===== config.mk =====
export PLATFORM = sky130hd
export DESIGN_NAME = adc_clk_divider
export DESIGN_NICKNAME = d
export VERILOG_FILES = /design/src/rtl/adc_pkg.sv /design/src/rtl/adc_clk_divider.sv
export SDC_FILE = /design/constraint.sdc
export NUM_CORES = 1
export LEC_CHECK = 0
export ABC_CLOCK_PERIOD_IN_PS = 7400
export CAP_MARGIN = 10
export CORE_ASPECT_RATIO = 0.8
export CORE_UTILIZATION = 60
export CTS_CLUSTER_DIAMETER = 120
export DETAILED_ROUTE_END_ITERATION = 8
export PLACE_DENSITY = 0.84
export SLEW_MARGIN = 20
export SYNTH_ARGS = -nofsm -noshare
export SYNTH_HDL_FRONTEND = slang
export SYNTH_SLANG_ARGS = --single-unit

===== constraint.sdc =====
create_clock -name clk -period 7.4 [get_ports clk]
set_input_delay 0.74 -clock clk [delete_from_list [all_inputs] [get_ports clk]]
set_output_delay 0.74 -clock clk [all_outputs]
set_load 0.05 [all_outputs]

===== src/rtl/adc_pkg.sv =====
// Shared ADC front-end constants: divider defaults and the XADC DRP channel addresses
// used by the sampling controller.
package adc_pkg;

    localparam int ADC_CNT_W       = 16;
    localparam int ADC_DEFAULT_DIV = 4;
    localparam int ADC_MIN_DIV     = 2;

    // Auxiliary analog inputs: VAUX0 carries the switch channel, VAUX1 the feed channel.
    typedef enum logic [6:0] {
        DRP_VAUX0 = 7'h10,
        DRP_VAUX1 = 7'h11
    } drp_addr_e;

endpackage : adc_pkg


===== src/rtl/adc_clk_divider.sv =====
// Divided ADC sample clock generator with a per-period tick and a glitch-free,
// wrap-aligned runtime reload of the divide ratio.
module adc_clk_divider
    import adc_pkg::*;
#(
    parameter int CNT_W       = ADC_CNT_W,
    parameter int DEFAULT_DIV = ADC_DEFAULT_DIV,
    parameter int MIN_DIV     = ADC_MIN_DIV
) (
    input  logic             clk,
    input  logic             rst_n,
    input  logic             en,
    input  logic [CNT_W-1:0] div_ratio,
    input  logic             div_load,
    output logic             clk_enable,
    output logic             tick,
    output logic [CNT_W-1:0] ratio_active
);

    logic [CNT_W-1:0] cnt_reg;
    logic [CNT_W-1:0] cnt_next;
    logic [CNT_W-1:0] pending_reg;
    logic [CNT_W-1:0] pending_next;
    logic [CNT_W-1:0] active_reg;
    logic [CNT_W-1:0] active_next;
    logic [CNT_W-1:0] cnt_wrapped;
    logic [CNT_W-1:0] load_val;
    logic             wrap;
    logic             clk_enable_reg;
    logic             clk_enable_next;
    logic             tick_reg;
    logic             tick_next;

    function automatic logic [CNT_W-1:0] clamp_ratio(input logic [CNT_W-1:0] r);
        return (r < CNT_W'(MIN_DIV)) ? CNT_W'(MIN_DIV) : r;
    endfunction

    // A period ends when cnt reaches the last slot of the ratio in force; a ratio
    // loaded on that same edge is forwarded so it already governs the next period.
    always_comb begin
        load_val        = clamp_ratio(div_ratio);
        wrap            = (cnt_reg == (active_reg - CNT_W'(1)));
        cnt_wrapped     = wrap ? '0 : (cnt_reg + CNT_W'(1));
        cnt_next        = cnt_reg;
        pending_next    = div_load ? load_val : pending_reg;
        active_next     = active_reg;
        clk_enable_next = clk_enable_reg;
        tick_next       = 1'b0;
        if (en) begin
            cnt_next        = cnt_wrapped;
            if (wrap) begin
                active_next = pending_next;
            end
            clk_enable_next = (cnt_wrapped < (active_next >> 1));
            tick_next       = wrap;
        end
    end

    always_ff @(posedge clk or negedge rst_n) begin
        if (!rst_n) begin
            cnt_reg     <= CNT_W'(DEFAULT_DIV - 1);
            pending_reg <= CNT_W'(DEFAULT_DIV);
            active_reg  <= CNT_W'(DEFAULT_DIV);
        end else begin
            cnt_reg     <= cnt_next;
            pending_reg <= pending_next;
            active_reg  <= active_next;
        end
    end

    always_ff @(posedge clk or negedge rst_n) begin
        if (!rst_n) begin
            clk_enable_reg <= 1'b0;
            tick_reg       <= 1'b0;
        end else begin
            clk_enable_reg <= clk_enable_next;
            tick_reg       <= tick_next;
        end
    end

    assign clk_enable   = clk_enable_reg;
    assign tick         = tick_reg;
    assign ratio_active = active_reg;

endmodule : adc_clk_divider


==> results of run 1 <==
==> layout make-up <==
| class | count | area (um^2) | share of cell area |
|---|---|---|---|
| Clock buffer | 7 | 86.3 | 0.0217 |
| Sequential cell | 50 | 1260 | 0.315 |
| Tap cell | 78 | 97.6 | 0.0245 |
| Timing Repair Buffer | 38 | 375 | 0.0943 |
| Inverter | 10 | 37.5 | 0.00943 |
| Clock inverter | 1 | 30.0 | 0.00754 |
| Multi-Input combinational cell | 258 | 2100 | 0.527 |
==> critical path, stage by stage, from the launching register on <==
cell,delay (ns)
dfrtp_1,0.45
inv_1,0.08
ha_1,0.24
nor4b_1,0.65
a41o_1,0.31
o2111ai_1,0.26
nor4_4,0.31
buf_4,0.48
mux2i_1,0.25
ha_1,0.26
a21oi_1,0.16
nor2b_1,0.06
o21ai_0,0.17
nand2b_1,0.08
a2111oi_0,0.47
o221ai_1,0.23
a21oi_1,0.21
==> per-stage QoR <==
step | total power [mW] | cells | hold slack (ns)
floorplan | 1.14 | 339 | 0.444
global placement | 1.34 | 434 | 0.501
detailed placement | 1.38 | 434 | 0.510
CTS | 1.58 | 442 | 0.530
global route | 1.68 | 442 | 0.500
finish | 1.59 | 442 | 0.451
==> worst max-delay path by stage <==
stage	endpoint	slack, ns	cells after the start
3_5_place_dp	clk_enable	2.83	16
2_1_floorplan	clk_enable	3.11	17
5_1_grt	clk_enable	2.37	16
3_3_place_gp	clk_enable	3.11	16
6_report	clk_enable	2.64	16
4_1_cts	clk_enable	2.82	16
==> per-layer routing <==
layer	global-route usage	wire length, um
met1	0.386	3720
met3	0.0520	388
met4	0.0674	101
met5	0	0
met2	0.437	3790
==> placed cells by master (no fill, tap or decap), types with 3 or more instances in the layout <==
cell type and instances:
dfrtp_1 46, clkdlybuf4s50_1 36, mux2_2 24, nor2_1 22
xnor2_1 21, mux2i_1 16, ha_1 16, nor3_1 13
inv_1 10, xor2_1 10, o21ai_0 10, a22o_1 10
nand3_1 9, and3_1 9, mux2_1 9, nor2b_1 8
a21o_1 8, nand2_1 7, a21oi_1 7, clkbuf_8 6
nor4_1 5, nand4_1 5, o2111ai_1 4, o21a_1 4
dfstp_2 4, nor4b_1 3, o22ai_1 3
==> kinds of logic after synthesis <==
| family | after synthesis | share of synthesized area |
|---|---|---|
| adder cells (fa/ha/maj) | 16 | 0.0573 |
| buffers and inverters | 31 | 0.0391 |
| multiplexers | 51 | 0.163 |
| flip-flops | 50 | 0.360 |
| AND/OR/NAND/NOR | 101 | 0.176 |
| XOR/XNOR | 32 | 0.0846 |
| AO/OA/AOI/OAI | 58 | 0.120 |
==> power by group <==
group,switching [mW],internal [mW]
Clock,0.0915,0.110
Sequential,0.135,0.346
Combinational,0.515,0.391
==> results.json, run 1 <==
{
  "run_status": "finished, final reports clean",
  "cp-end-kind": "flop",
  "numPortBuffers": 37,
  "syn_inst": 339,
  "post-place-ws_ns": 2.83,
  "cp.arrival_ns": 4.98,
  "tns_ns": 0,
  "worstPathRequired_ns": 7.62,
  "yosysTopAreaCell": "dfrtp_1",
  "drv_cap": 0,
  "setup_viol": 0,
  "drt-total-wl_mm": 8.00,
  "rr_endpoint": "clk_enable",
  "clock.fmax_mhz": 210,
  "cts_buffers": 5,
  "antenna_left": 0,
  "syn-num-nets": 375,
  "yosysUniqueCellTypes": 59,
  "die_h_um": 70.2,
  "skew_ns": 0.00692,
  "htree_levels": 2,
  "max-slew-margin-rel": 0.486,
  "dp_hpwl_mm": 6.01,
  "clock_latency_ns": 0.30,
  "grtUsageTotal": 0.275,
  "yosys-top-cells-count": "46 x dfrtp_1, 24 x mux2_2, 22 x nor2_1",
  "dr.pass1.iters": 4,
  "clock_sinks": 50,
  "area_delta_synth_final_pct": 14.0,
  "synth_most_common_cell": "dfrtp_1",
  "fp.coreArea_um2": 5530,
  "ios": 38,
  "die_x_um": 87.3,
  "cts_tree": "yes",
  "synthFlopType": "dfrtp_1",
  "fillers": 419,
  "rows": 24,
  "grt_max_degree": 51,
  "synth_area_um2": 3490,
  "initial_core_util": 0.632,
  "synth_edf_count": 0,
  "yosysSeqAreaShare": 0.360,
  "async_reset_ff_frac": 1.00,
  "yosys_warnings": 0,
  "holdCritPathClass": "primary input to asynchronous set/reset pin",
  "post_dp_cell_area_um2": 3860,
  "wl_per_cell_um": 18.1,
  "vdd_drop_max_uv": 326,
  "yosys.area.top_type_share": 0.330,
  "antenna_found_initial": 0,
  "critPathKind": "flop to flop",
  "clk_pin_slew_ns": 0.09,
  "r2r-start": "ratio_active[0]",
  "num_antenna_cells": 0,
  "rsz0062_at_grt": "no",
  "cts_hold_buf": 0,
  "synth.area.top_cells": "dfrtp_1 33%, mux2_2 7.7%, ha_1 5.7%",
  "fin_crit_sh": 0.643,
  "finalCoreUtilization": 0.721,
  "dieArea_um2": 6130,
  "vias": 2754,
  "ys_ff_latch": 50,
  "syn_area_per_cell_um2": 10.3,
  "timing.critical_path.from": "ratio_active[0]",
  "overflow": 0,
  "cts_resized": 0,
  "worstMarginPinSlew_ns": 0.760,
  "num-nets-final": 399,
  "drv_slew": 0,
  "drc": 0,
  "cts_post_setup_buffers_inserted": 0,
  "critPathLaunchType": "flop",
  "p_leak_nw": 1.68,
  "hold_violations": 0,
  "drive_gt1_frac": 0.132,
  "r2r_cells": 16,
  "critical_path.max_fanout": 41,
  "min_period_ns": 4.76,
  "drt-initial-drc-count": 207,
  "regToRegSetupSlack_ns": 2.64,
  "vias_per_cell": 6.23,
  "place.gp.congestion": 0.905,
  "ctsLongestPathBuffers": 2,
  "final_area_um2": 3980,
  "clockRootBuffer": "clkbuf_8",
  "grt_pass1_wl_mm": 12.9,
  "setup_ws_ns": 2.64,
  "p_per_area_nw_per_um2": 399,
  "grt_pass1_vias": 2605
}
Power figures use the tool's default switching activity.
==> inputs of run 2 (changes only) <==
- ABC_CLOCK_PERIOD_IN_PS: 7400 -> 4900
- CORE_UTILIZATION: 60 -> 57
- PLACE_DENSITY: 0.84 -> 0.8
- clock period: 7.4 -> 4.9 ns (I/O delays scaled with it)
==> results.json, run 2 (synthesis results as in run 1) <==
{
  "cts_buffers": 5,
  "clk_pin_slew_ns": 0.10,
  "final_area_um2": 3970,
  "post_dp_cell_area_um2": 3880,
  "dieArea_um2": 6450,
  "cts_resized": 0,
  "run_status": "finished, final reports clean",
  "grtUsageTotal": 0.253,
  "initial_core_util": 0.591,
  "finalCoreUtilization": 0.672,
  "num-nets-final": 401,
  "grt_max_degree": 51,
  "crit_chain": "inv_1 > ha_1 > or4b_4 > or4_1 > nand3_1 > nand3_2 > nor4_4 > buf_4 > mux2i_1 > ha_1 > a21oi_1 > nor2b_1 > o21ai_0 > nand2b_1 > a2111oi_0 > o221ai_1 > a21oi_1",
  "rsz0062_at_grt": "no",
  "rr_endpoint": "clk_enable",
  "wl_per_cell_um": 17.3,
  "holdCritPathClass": "primary input to asynchronous set/reset pin",
  "r2r_cells": 17,
  "die_h_um": 72.0,
  "skew_ns": 0.0131,
  "ctsLongestPathBuffers": 2,
  "vdd_drop_max_uv": 511,
  "htree_levels": 2,
  "cts_hold_buf": 0,
  "max-slew-margin-rel": 0.511,
  "rows": 25,
  "fin_crit_sh": 0.896,
  "drt-initial-drc-count": 226,
  "vias_per_cell": 6.11,
  "clockRootBuffer": "clkbuf_8",
  "dr.pass1.iters": 4,
  "drt-total-wl_mm": 7.72,
  "clock_sinks": 50,
  "grt_pass1_wl_mm": 12.4,
  "worstMarginPinSlew_ns": 0.731,
  "drive_gt1_frac": 0.137,
  "critPathLaunchType": "flop",
  "vias": 2732,
  "cts_post_setup_buffers_inserted": 0,
  "clock.fmax_mhz": 228,
  "layout_common_cells": "46 x dfrtp_1, 36 x clkdlybuf4s50_1, 24 x mux2_2",
  "max_stage_delay_ns": 0.52,
  "die_x_um": 89.5,
  "critPathKind": "flop to flop",
  "p_leak_nw": 1.67,
  "cp.arrival_ns": 4.62,
  "min_period_ns": 4.39,
  "clock_latency_ns": 0.30,
  "regToRegSetupSlack_ns": 0.51,
  "grt_pass1_vias": 2537,
  "dp_hpwl_mm": 5.83,
  "cp-end-kind": "flop",
  "drc": 0,
  "layout_commonest_cell": "dfrtp_1",
  "drv_slew": 0,
  "numPortBuffers": 37,
  "place.gp.congestion": 0.897,
  "p_per_area_nw_per_um2": 584,
  "drv_cap": 0,
  "worstPathRequired_ns": 5.13,
  "antenna_left": 0,
  "setup_viol": 0,
  "overflow": 0,
  "antenna_found_initial": 0,
  "r2r-start": "ratio_active[1]",
  "area_delta_synth_final_pct": 13.8,
  "cts_tree": "yes",
  "cpMaxStageDelayCell": "or4b_4",
  "ios": 38,
  "critical_path.max_fanout": 14,
  "fp.coreArea_um2": 5910,
  "tns_ns": 0,
  "fillers": 457,
  "hold_violations": 0,
  "num_antenna_cells": 0
}
==> run 2: report_power, final <==
part           switching (mW)  leakage (nW)  internal [mW]
combinational           0.764          1.01          0.589
clock                   0.141        0.0374          0.101
sequential              0.200         0.628          0.523
==> run 2: area by class of cell <==
| class | instances | area (um^2) | share of cell area |
|---|---|---|---|
| tap | 81 | 101 | 0.0255 |
| clock buffer | 6 | 72.6 | 0.0183 |
| sequential | 50 | 1260 | 0.316 |
| clock inverter | 2 | 15.0 | 0.00378 |
| timing repair buffer | 40 | 390 | 0.0983 |
| multi-input combinational | 258 | 2100 | 0.529 |
| inverter | 10 | 37.5 | 0.00945 |
==> run 2: critical path, delay by kind of cell, from the launching register on <==
| family | cells | cell delay [ns] |
|---|---|---|
| simple gates | 7 | 1.68 |
| compound gates | 5 | 1.11 |
| fa+ha+maj | 2 | 0.49 |
| flops | 1 | 0.44 |
| buf+inv | 2 | 0.37 |
| mux | 1 | 0.20 |
==> run 2: worst max-delay path by stage <==
stage | startpoint | to | slack [ns] | cells after the start
after floorplan | ratio_active[1] | clk_enable | 0.61 | 17
after global placement | ratio_active[0] | clk_enable | 0.77 | 17
after detailed placement | ratio_active[0] | clk_enable | 0.56 | 17
after CTS | ratio_active[1] | clk_enable | 0.52 | 17
after global routing | ratio_active[0] | clk_enable | 0.08 | 16
final | ratio_active[1] | clk_enable | 0.51 | 17
==> run 2: layer usage <==
metal,vias up,global-route usage,share of wire
met4,0,0.0494,0.0025
met5,-,0,0
li1,1304,-,-
met3,2,0.0398,0.043
met1,1349,0.369,0.49
met2,77,0.403,0.47
==> run 2: stage by stage <==
| stage | setup slack (ns) | hold WS [ns] | power [mW] | cells |
|---|---|---|---|---|
| CTS | 0.522 | 0.427 | 2.32 | 447 |
| detailed placement | 0.561 | 0.504 | 2.06 | 439 |
| floorplan | 0.614 | 0.194 | 1.72 | 339 |
| global route | 0.0785 | 0.256 | 2.47 | 447 |
| global placement | 0.767 | 0.496 | 2.03 | 439 |
| finish | 0.511 | 0.189 | 2.32 | 447 |
==> inputs of run 3 (changes only) <==
- CELL_PAD_IN_SITES_DETAIL_PLACEMENT: unset -> 2
- CELL_PAD_IN_SITES_GLOBAL_PLACEMENT: unset -> 2
- CORE_UTILIZATION: 57 -> 37
- PLACE_DENSITY: 0.8 -> unset
- PLACE_DENSITY_LB_ADDON: unset -> 0.1
==> results.json, run 3 (synthesis results as in run 1) <==
{
  "wl_per_cell_um": 21.1,
  "clock_latency_ns": 0.29,
  "antenna_left": 0,
  "vias": 2736,
  "swShare": 0.465,
  "worstMarginPinSlew_ns": 0.798,
  "pwr-share-clk": 0.158,
  "initial_core_util": 0.383,
  "fillers": 959,
  "intPower_mw": 1.36,
  "ctsLongestPathBuffers": 2,
  "fin_crit_sh": 0.929,
  "dieArea_um2": 9830,
  "grt_pass1_vias": 2874,
  "drt-total-wl_mm": 10.2,
  "critPathLaunchType": "flop",
  "num-nets-final": 403,
  "layout_common_cells": "46 x dfrtp_1, 36 x clkdlybuf4s50_1, 24 x mux2_2",
  "setup_viol": 0,
  "post_dp_cell_area_um2": 3940,
  "rows": 31,
  "drv_slew": 0,
  "overflow": 0,
  "grtUsageTotal": 0.212,
  "numPortBuffers": 37,
  "rsz0062_at_grt": "no",
  "area_delta_synth_final_pct": 17.8,
  "run_status": "finished, final reports clean",
  "clk_pin_slew_ns": 0.07,
  "vdd_drop_max_uv": 379,
  "dr.pass1.iters": 4,
  "vias_per_cell": 5.66,
  "fp.coreArea_um2": 9110,
  "min_period_ns": 4.55,
  "hold_violations": 0,
  "switchingPower_mw": 1.18,
  "die_x_um": 111,
  "grt_pass1_wl_mm": 16.1,
  "drive_gt1_frac": 0.144,
  "drv_cap": 0,
  "num_antenna_cells": 0,
  "clockRootBuffer": "clkbuf_16",
  "grt_max_degree": 51,
  "cts_post_setup_buffers_inserted": 0,
  "layout_commonest_cell": "dfrtp_1",
  "critPathKind": "flop to flop",
  "cp-end-kind": "flop",
  "final_area_um2": 4110,
  "skew_ns": 0.00583,
  "antenna_found_initial": 0,
  "tns_ns": 0,
  "place.gp.congestion": 0.835,
  "critical_path.max_fanout": 26,
  "htree_levels": 2,
  "max-slew-margin-rel": 0.467,
  "dp_hpwl_mm": 7.66,
  "cp.arrival_ns": 4.78,
  "die_h_um": 88.9,
  "ios": 38,
  "combPwrFrac": 0.552,
  "pwr-share-seq": 0.290,
  "holdCritPathClass": "primary input to asynchronous set/reset pin",
  "clock_sinks": 50,
  "hold_slack_ns": 0.308,
  "cts_tree": "yes",
  "cts_hold_buf": 0,
  "cts_buffers": 5,
  "worstPathRequired_ns": 5.12,
  "p_leak_nw": 1.72,
  "drc": 0,
  "p_per_area_nw_per_um2": 620,
  "drt-initial-drc-count": 76,
  "cts_resized": 0,
  "clock.fmax_mhz": 220
}
==> run 3: changes by cell type in the layout (fill, tap and decap cells not counted), sizes merged <==
| cell | change |
|---|---|
| buf | +2 |
| bufinv | +1 |
| clkinvlp | -1 |
==> run 3: final timing paths <==
path,from,end,slack [ns],depth (start not counted)
max,ratio_active[0],clk_enable,0.35,17
min,rst_n,tick,0.31,2
max reg2reg,ratio_active[0],clk_enable,0.35,17
min reg2reg,pending_reg[14],pending_reg[14],0.53,1
max in group asynchronous,rst_n,ratio_active[4],4.15,2
min in group clk,pending_reg[14],pending_reg[14],0.53,1
==> run 3: layout make-up <==
cell class | count | area, um^2 | share of cell area
clock inverters | 2 | 37.5 | 0.00913
inverters | 10 | 37.5 | 0.00913
well taps | 115 | 144 | 0.0350
multi-input cells | 258 | 2110 | 0.512
clock buffers | 6 | 129 | 0.0313
repair buffers | 42 | 403 | 0.0980
flip-flops and latches | 50 | 1260 | 0.305
==> run 3: power groups by stage <==
stage	sequential, mW	combinational, mW	clock [mW]
2_1_floorplan	0.869	0.854	0
3_3_place_gp	0.740	1.35	0
3_5_place_dp	0.744	1.39	0
4_1_cts	0.741	1.41	0.414
5_1_grt	0.764	1.51	0.430
6_report	0.739	1.41	0.403
==> run 3: layer usage <==
layer	track usage	routed length, um	vias to the layer above
met1	0.290	5090	1401
met5	0	0	-
met3	0.0373	180	6
li1	-	-	1302
met4	0.0364	74	0
met2	0.361	4830	27
==> run 3: metrics by stage <==
stage | std cells | total power, mW | util | setup WS (ns)
after floorplan | 339 | 1.72 | - | 0.614
after detailed placement | 475 | 2.14 | 0.432 | 0.413
after global routing | 483 | 2.71 | 0.451 | 0.128
final | 483 | 2.55 | 0.451 | 0.346
after global placement | 475 | 2.09 | 0.432 | 0.584
after CTS | 483 | 2.57 | 0.451 | 0.172
==> run 3: worst max-delay path: stages (launching register included) <==
cell and delay [ns]:
dfrtp_1 0.45, inv_1 0.10, ha_1 0.28, or4b_4 0.53
or4_1 0.52, nand3_1 0.14, nand3_2 0.14, nor4_4 0.20
buf_4 0.37, mux2i_1 0.24, ha_1 0.26, a21oi_1 0.15
nor2b_1 0.06, o21ai_0 0.16, nand2b_1 0.07, a2111oi_0 0.42
o221ai_1 0.20, a21oi_1 0.18
